**config.mk**
```make
export PLATFORM = sky130hd
export DESIGN_NAME = mcif_axi_rd_slv
export DESIGN_NICKNAME = d
export VERILOG_FILES = /design/src/rtl/mcif_axi_rd_slv.sv
export SDC_FILE = /design/constraint.sdc
export NUM_CORES = 2
export LEC_CHECK = 0
export ABC_AREA = 1
export CORE_MARGIN = 10
export CORE_UTILIZATION = 41
export CTS_CLUSTER_DIAMETER = 40
export CTS_CLUSTER_SIZE = 40
export DETAILED_ROUTE_END_ITERATION = 8
export PLACE_DENSITY = 0.65
export REMOVE_ABC_BUFFERS = 1
export SYNTH_ARGS = -nofsm -noshare
export SYNTH_HDL_FRONTEND = slang
export SYNTH_SLANG_ARGS = --single-unit
```
**constraint.sdc**
```tcl
create_clock -name clk -period 41.3 [get_ports clk]
set_input_delay 4.13 -clock clk [delete_from_list [all_inputs] [get_ports clk]]
set_output_delay 4.13 -clock clk [all_outputs]
set_load 0.005 [all_outputs]
```
**src/rtl/mcif_axi_rd_slv.sv**
```systemverilog
// AXI4 read-channel slave backed by a 1-cycle-latency single-port SRAM.
// Queues AR commands, expands INCR bursts, and returns in-order R beats through a 2-entry skid buffer.
module mcif_axi_rd_slv #(
    parameter int ID_WIDTH   = 3,
    parameter int ADDR_WIDTH = 32,
    parameter int LEN_WIDTH  = 8,
    parameter int DATA_WIDTH = 256,
    parameter int MEM_AW     = 16,
    parameter int CMD_DEPTH  = 4
) (
    input  logic                  clk,
    input  logic                  rst,
    input  logic [ID_WIDTH-1:0]   S_AXI_ARID,
    input  logic [ADDR_WIDTH-1:0] S_AXI_ARADDR,
    input  logic [LEN_WIDTH-1:0]  S_AXI_ARLEN,
    input  logic [2:0]            S_AXI_ARSIZE,
    input  logic [1:0]            S_AXI_ARBURST,
    input  logic                  S_AXI_ARVALID,
    output logic                  S_AXI_ARREADY,
    output logic [ID_WIDTH-1:0]   S_AXI_RID,
    output logic [DATA_WIDTH-1:0] S_AXI_RDATA,
    output logic [1:0]            S_AXI_RRESP,
    output logic                  S_AXI_RLAST,
    output logic                  S_AXI_RVALID,
    input  logic                  S_AXI_RREADY,
    output logic                  mem_rd_en,
    output logic [MEM_AW-1:0]     mem_rd_addr,
    input  logic [DATA_WIDTH-1:0] mem_rd_data
);

    localparam int OFF = $clog2(DATA_WIDTH / 8);
    localparam int CPW = $clog2(CMD_DEPTH);
    localparam logic [CPW:0] PTR_ONE  = (CPW + 1)'(1);
    localparam logic [CPW:0] PTR_FULL = (CPW + 1)'(CMD_DEPTH);

    typedef enum logic {IDLE, BURST} state_t;

    // ---------------- AR command FIFO ----------------
    logic [ID_WIDTH-1:0]   cmd_id_mem   [CMD_DEPTH];
    logic [ADDR_WIDTH-1:0] cmd_addr_mem [CMD_DEPTH];
    logic [LEN_WIDTH-1:0]  cmd_len_mem  [CMD_DEPTH];
    logic [CPW:0]          cmd_wptr_reg, cmd_rptr_reg, cmd_wptr_next, cmd_rptr_next;
    logic                  arready_reg, cmd_push, cmd_pop, cmd_empty;
    logic [ID_WIDTH-1:0]   head_id;
    logic [ADDR_WIDTH-1:0] head_addr;
    logic [LEN_WIDTH-1:0]  head_len;
    logic                  head_err;

    assign cmd_push      = S_AXI_ARVALID & arready_reg;
    assign cmd_empty     = (cmd_wptr_reg == cmd_rptr_reg);
    assign cmd_wptr_next = cmd_push ? cmd_wptr_reg + PTR_ONE : cmd_wptr_reg;
    assign cmd_rptr_next = cmd_pop  ? cmd_rptr_reg + PTR_ONE : cmd_rptr_reg;
    assign S_AXI_ARREADY = arready_reg;

    assign head_id   = cmd_id_mem[cmd_rptr_reg[CPW-1:0]];
    assign head_addr = cmd_addr_mem[cmd_rptr_reg[CPW-1:0]];
    assign head_len  = cmd_len_mem[cmd_rptr_reg[CPW-1:0]];
    assign head_err  = ((head_addr >> (MEM_AW + OFF)) != '0);

    always_ff @(posedge clk) begin
        if (cmd_push) begin
            cmd_id_mem[cmd_wptr_reg[CPW-1:0]]   <= S_AXI_ARID;
            cmd_addr_mem[cmd_wptr_reg[CPW-1:0]] <= S_AXI_ARADDR;
            cmd_len_mem[cmd_wptr_reg[CPW-1:0]]  <= S_AXI_ARLEN;
        end
    end

    // ARREADY is a registered !full, so a full FIFO refuses a same-cycle push even while popping
    always_ff @(posedge clk or posedge rst) begin
        if (rst) begin
            cmd_wptr_reg <= '0;
            cmd_rptr_reg <= '0;
            arready_reg  <= 1'b0;
        end else begin
            cmd_wptr_reg <= cmd_wptr_next;
            cmd_rptr_reg <= cmd_rptr_next;
            arready_reg  <= ((cmd_wptr_next - cmd_rptr_next) != PTR_FULL);
        end
    end

    // ---------------- Burst FSM ----------------
    state_t                state_reg, state_next;
    logic [ID_WIDTH-1:0]   cur_id_reg;
    logic [MEM_AW-1:0]     cur_addr_reg;
    logic [LEN_WIDTH-1:0]  cur_cnt_reg;
    logic                  cur_err_reg;
    logic                  load, issue, can_issue, r_pop;
    logic                  infl_vld_reg, infl_err_reg, infl_last_reg;
    logic [ID_WIDTH-1:0]   infl_id_reg;
    logic [1:0]            buf_cnt_reg;
    logic [2:0]            occupancy;

    // A beat popped this cycle frees its slot, which sustains 1 beat/cycle
    assign r_pop     = S_AXI_RVALID & S_AXI_RREADY;
    assign occupancy = {1'b0, buf_cnt_reg} + {2'b0, infl_vld_reg} - {2'b0, r_pop};
    assign can_issue = (occupancy < 3'd2);

    always_comb begin
        state_next = state_reg;
        cmd_pop    = 1'b0;
        load       = 1'b0;
        issue      = 1'b0;
        case (state_reg)
            IDLE: begin
                if (!cmd_empty) begin
                    cmd_pop    = 1'b1;
                    load       = 1'b1;
                    state_next = BURST;
                end
            end
            BURST: begin
                if (can_issue) begin
                    issue = 1'b1;
                    if (cur_cnt_reg == '0) begin
                        if (!cmd_empty) begin
                            cmd_pop = 1'b1;
                            load    = 1'b1;
                        end else begin
                            state_next = IDLE;
                        end
                    end
                end
            end
            default: state_next = IDLE;
        endcase
    end

    assign mem_rd_en   = issue & ~cur_err_reg;
    assign mem_rd_addr = cur_addr_reg;

    always_ff @(posedge clk or posedge rst) begin
        if (rst) begin
            state_reg     <= IDLE;
            cur_id_reg    <= '0;
            cur_addr_reg  <= '0;
            cur_cnt_reg   <= '0;
            cur_err_reg   <= 1'b0;
            infl_vld_reg  <= 1'b0;
            infl_id_reg   <= '0;
            infl_err_reg  <= 1'b0;
            infl_last_reg <= 1'b0;
        end else begin
            state_reg     <= state_next;
            infl_vld_reg  <= issue;
            infl_id_reg   <= cur_id_reg;
            infl_err_reg  <= cur_err_reg;
            infl_last_reg <= (cur_cnt_reg == '0);
            if (load) begin
                cur_id_reg   <= head_id;
                cur_addr_reg <= head_addr[OFF +: MEM_AW];
                cur_cnt_reg  <= head_len;
                cur_err_reg  <= head_err;
            end else if (issue) begin
                cur_addr_reg <= cur_addr_reg + 1'b1;
                cur_cnt_reg  <= cur_cnt_reg - 1'b1;
            end
        end
    end

    // ---------------- 2-entry R output buffer ----------------
    logic [DATA_WIDTH-1:0] buf_data [2];
    logic [ID_WIDTH-1:0]   buf_id   [2];
    logic [1:0]            buf_resp [2];
    logic                  buf_last [2];
    logic                  buf_wptr_reg, buf_rptr_reg;

    genvar gi;
    generate
        for (gi = 0; gi < 2; gi++) begin : g_buf
            logic [DATA_WIDTH-1:0] data_reg;
            logic [ID_WIDTH-1:0]   id_reg;
            logic [1:0]            resp_reg;
            logic                  last_reg;

            always_ff @(posedge clk or posedge rst) begin
                if (rst) begin
                    data_reg <= '0;
                    id_reg   <= '0;
                    resp_reg <= 2'b00;
                    last_reg <= 1'b0;
                end else if (infl_vld_reg && (buf_wptr_reg == 1'(gi))) begin
                    data_reg <= infl_err_reg ? '0 : mem_rd_data;
                    id_reg   <= infl_id_reg;
                    resp_reg <= infl_err_reg ? 2'b10 : 2'b00;
                    last_reg <= infl_last_reg;
                end
            end

            assign buf_data[gi] = data_reg;
            assign buf_id[gi]   = id_reg;
            assign buf_resp[gi] = resp_reg;
            assign buf_last[gi] = last_reg;
        end
    endgenerate

    always_ff @(posedge clk or posedge rst) begin
        if (rst) begin
            buf_wptr_reg <= 1'b0;
            buf_rptr_reg <= 1'b0;
            buf_cnt_reg  <= 2'd0;
        end else begin
            buf_wptr_reg <= buf_wptr_reg ^ infl_vld_reg;
            buf_rptr_reg <= buf_rptr_reg ^ r_pop;
            buf_cnt_reg  <= buf_cnt_reg + {1'b0, infl_vld_reg} - {1'b0, r_pop};
        end
    end

    assign S_AXI_RVALID = (buf_cnt_reg != 2'd0);
    assign S_AXI_RDATA  = buf_data[buf_rptr_reg];
    assign S_AXI_RID    = buf_id[buf_rptr_reg];
    assign S_AXI_RRESP  = buf_resp[buf_rptr_reg];
    assign S_AXI_RLAST  = buf_last[buf_rptr_reg];

    logic unused_ok;
    assign unused_ok = ^{S_AXI_ARSIZE, S_AXI_ARBURST, head_addr[OFF-1:0]};

endmodule

```
==> metrics.md <==
| Metric | Value |
|---|---|
| Status | completed |
| Xor and xnor area share after synthesis | 0.587% |
| CTS Sinks | 720 |
| Tightest Hold Check Type | reg -> reg |
| Mapped Cells | 3,512 |
| Post-synth cell types | 43 |
| Area grow syn2layout | 33.8% |
| Max IR drop VDD | 0.0482 mV |
| Max_cap viols | 0 |
| Initial antenna violation count | 26 |
| Slew Limit Fails | 0 |
| Asr flop ratio synth | 78.9% |
| I/O pins | 589 |
| Critical Path Source | S_AXI_RREADY |
| Setup Viol. Count Final | 0 |
| Sequential share of the synthesized area | 61.2% |
| Critical Path RT | 37.17 ns |
| Simple-Gate Fraction of Synth Area | 23.1% |
| Final non-filler cell total | 5,081 |
| Worst slew pin tran | 1.16 ns |
| GRT Util Overall | 21.4% |
| DP Cell Count | 4,857 |
| Placed cell area | 37,000 µm² |
| Seq cells post-synth | 720 |
| Top-count cell post-synth | nand2_1 |
| Yosys top cell by area | dfrtp_1 |
| Critical Path End Type | output port |
| Final hold violation count | 0 |
| Final Cell Area | 41,100 µm² |
| Die Footprint | 86,200 µm² |
| Die Y-Extent | 294 µm |
| Final hold slack | 0.383 ns |
| FMAX | 0.0880 GHz |
| Core area | 74,300 µm² |
| IO buf count | 577 |
| Share of cells above drive strength 1 | 6.49% |
| Hold wc startpoint | cur_id_reg[1] |
| Worst-path cell chain | clkdlybuf4s50_1 > nand2_1 > inv_1 > ha_1 > inv_1 > ha_1 > inv_1 > fa_1 > nand2_1 > nor2_1 > nand2_1 > nor2_1 > clkdlybuf4s50_1 |
| Clock root cell | clkbuf_16 |
| First-pass DRT Iterations | 6 |
| Commonest cells post-synth | nand2_1 (1,179), nor2_1 (614), dfrtp_1 (568) |
| Vias | 25,222 |
| GR Overflow Total | 0 |
| Skew final | 0.0361 ns |
| Routability Congestion | 0.810 |
| CTS tree | done |
| YS warnings | 0 |
| Row count | 100 |
| Syn_area_per_cell | 8.74 µm² |
| Largest stage delay on the critical path | 0.56 ns |
| WL/cell | 18.7 µm |
| RSZ-0062 raised after global routing | no |
| Post-synthesis compound-gate area fraction | 10.5% |
| Leakage Power | 18.5 nW |
| Worst Path Arrival | 7.24 ns |
| Vias per Instance | 4.96 |
| Number of global-route vias before repair | 24,178 |
| Largest net degree at the start of global routing | 256 |
| Startpoint class of the critical path | input port |
| Largest register FFs | 512 |
| Post-synth top area share | 46.3% |
| Power per cell area | 90.0 nW/µm² |
| Setup TNS Final | 0 ns |
| CTS resizes | 0 |
| Worst-skew pair later-pin latency | 0.67 ns |
| Final wirelength | 95,100 µm |
| Rel. slew slack | 22.9% |
| # H-tree levels | 3 |
| First-pass GRT wire length | 145,000 µm |
| Routed Antenna Nets | 0 |
| Worst-path maximum fanout | 11 |
| Worst Path Class, Setup | in -> out |
| EDFF count, synth | 152 |
| CTS Hold Buffers Added | 0 |
| Final Net Count | 4,325 |
| CP max stage cell | clkdlybuf4s50_1 |
| Total CTS buffers | 112 |
| CTS Buffer Depth | 3 |
| DRC viols | 0 |
| Tcrit/Tclk final | 27.5% |
| Fill cells | 6,694 |
| Worst r2r src | infl_vld_reg |
| Setup Buffers After CTS | 0 |
| Dpl hpwl | 62,200 µm |
| Main combinational cell family by area after synthesis | simple AND/OR/NAND/NOR gates |
| Post-synthesis mux area share | 0.147% |
| Initial Util | 41.3% |
| Mapped cell area | 30,700 µm² |
| Starting DRT DRC Count | 2,208 |
| Synth Area in Adders | 0.636% |
| Tmin final | 11.37 ns |
| Clk slew on worst S/H paths | 0.05 ns |
| Synth area leaders | dfrtp_1 (46%), edfxtp_1 (15%), nand2_1 (14%), a21oi_1 (8.5%), nor2_1 (7.5%) |
| Ys flop type | dfrtp_1 |
| Die Wd | 294 µm |
-- metrics by stage --
| step | worst slack, ns | utilization [%] | power (mW) |
|---|---|---|---|
| 2_1_floorplan | 21.28 | - | 2.06 |
| 3_3_place_gp | 30.01 | 49.8 | 2.71 |
| 3_5_place_dp | 29.96 | 49.8 | 2.74 |
| 4_1_cts | 29.91 | 55.2 | 3.74 |
| 5_1_grt | 29.74 | 55.3 | 3.96 |
| 6_report | 29.93 | 55.3 | 3.70 |
-- placed cells by master, fill, tap and decap left out, types with 6 or more instances in the layout --
cell type           n
clkbuf_1            8
edfxtp_1          152
nand4_1             9
inv_1              49
nand2_1          1179
o21ai_0            62
clkinv_4           11
clkbuf_16         113
clkinv_2           17
inv_8               9
inv_6               8
a21oi_1           521
o21ai_1             6
nand3_1            19
nor2_1            611
nor3_1              6
buf_4              25
ha_1               12
bufinv_16          15
diode_2            14
dfrtp_1           566
xor2_1             10
clkinvlp_4         11
clkbuf_8           15
o22ai_1            20
clkdlybuf4s50_1   577
-- where the power goes --
part	internal, mW	switching (mW)	total [mW]
logic	0.667	0.861	1.53
registers	1.03	0.156	1.19
clock network	0.628	0.355	0.983
total	2.33	1.37	3.70
-- path summary, 6_finish.rpt --
check                           depth (start not counted)  slack [ns]                endpoint
worst max-delay path                                   13       29.93               mem_rd_en
worst min-delay path                                    0        0.38          infl_id_reg[1]
worst max register to register                          6       37.24  g_buf[1].data_reg[136]
worst min register to register                          0        0.38          infl_id_reg[1]
max in group asynchronous                               5       33.88  g_buf[0].data_reg[123]
min in group asynchronous                               2        3.98   g_buf[0].data_reg[45]
-- worst max-delay path: cells and delay by family --
family        cells  cell delay [ns]
buf+inv           5             1.15
simple gates      5             0.99
fa+ha+maj         3             0.95
-- layer usage --
layer	up-vias	share of wire, %	global-route usage (%)	wire length, µm
li1	12337	-	-	-
met1	11995	40	26.1	38000
met2	699	48	34.4	45600
met3	167	8.6	6.94	8150
met4	24	3.5	9.87	3290
met5	-	0.16	0	153
-- kinds of logic (layout without fill, tap and decap cells) --
group                      after synthesis  after routing
and+or+nand+nor                       1846           1846
DFF                                    720            720
AOI/OAI and AO/OA                      624            624
buffers and inverters                  284            870
xor gates and xnor gates                18             18
adders and majority gates               15             15
muxes                                    4              4
other                                    1             15
-- final cells by class --
type                    instances  area (µm²)  area share [%]
diodes                         14        35.0          0.0853
clock buffers                 136        3060            7.46
clock inverters                74         950            2.31
inverters                      55         236           0.576
multi-input cells            2508       10800            26.2
flip-flops and latches        720       18800            45.7
well taps                     969        1210            2.95
repair buffers                605        6020            14.7
Note: power is estimated with default switching activity, not from simulation.
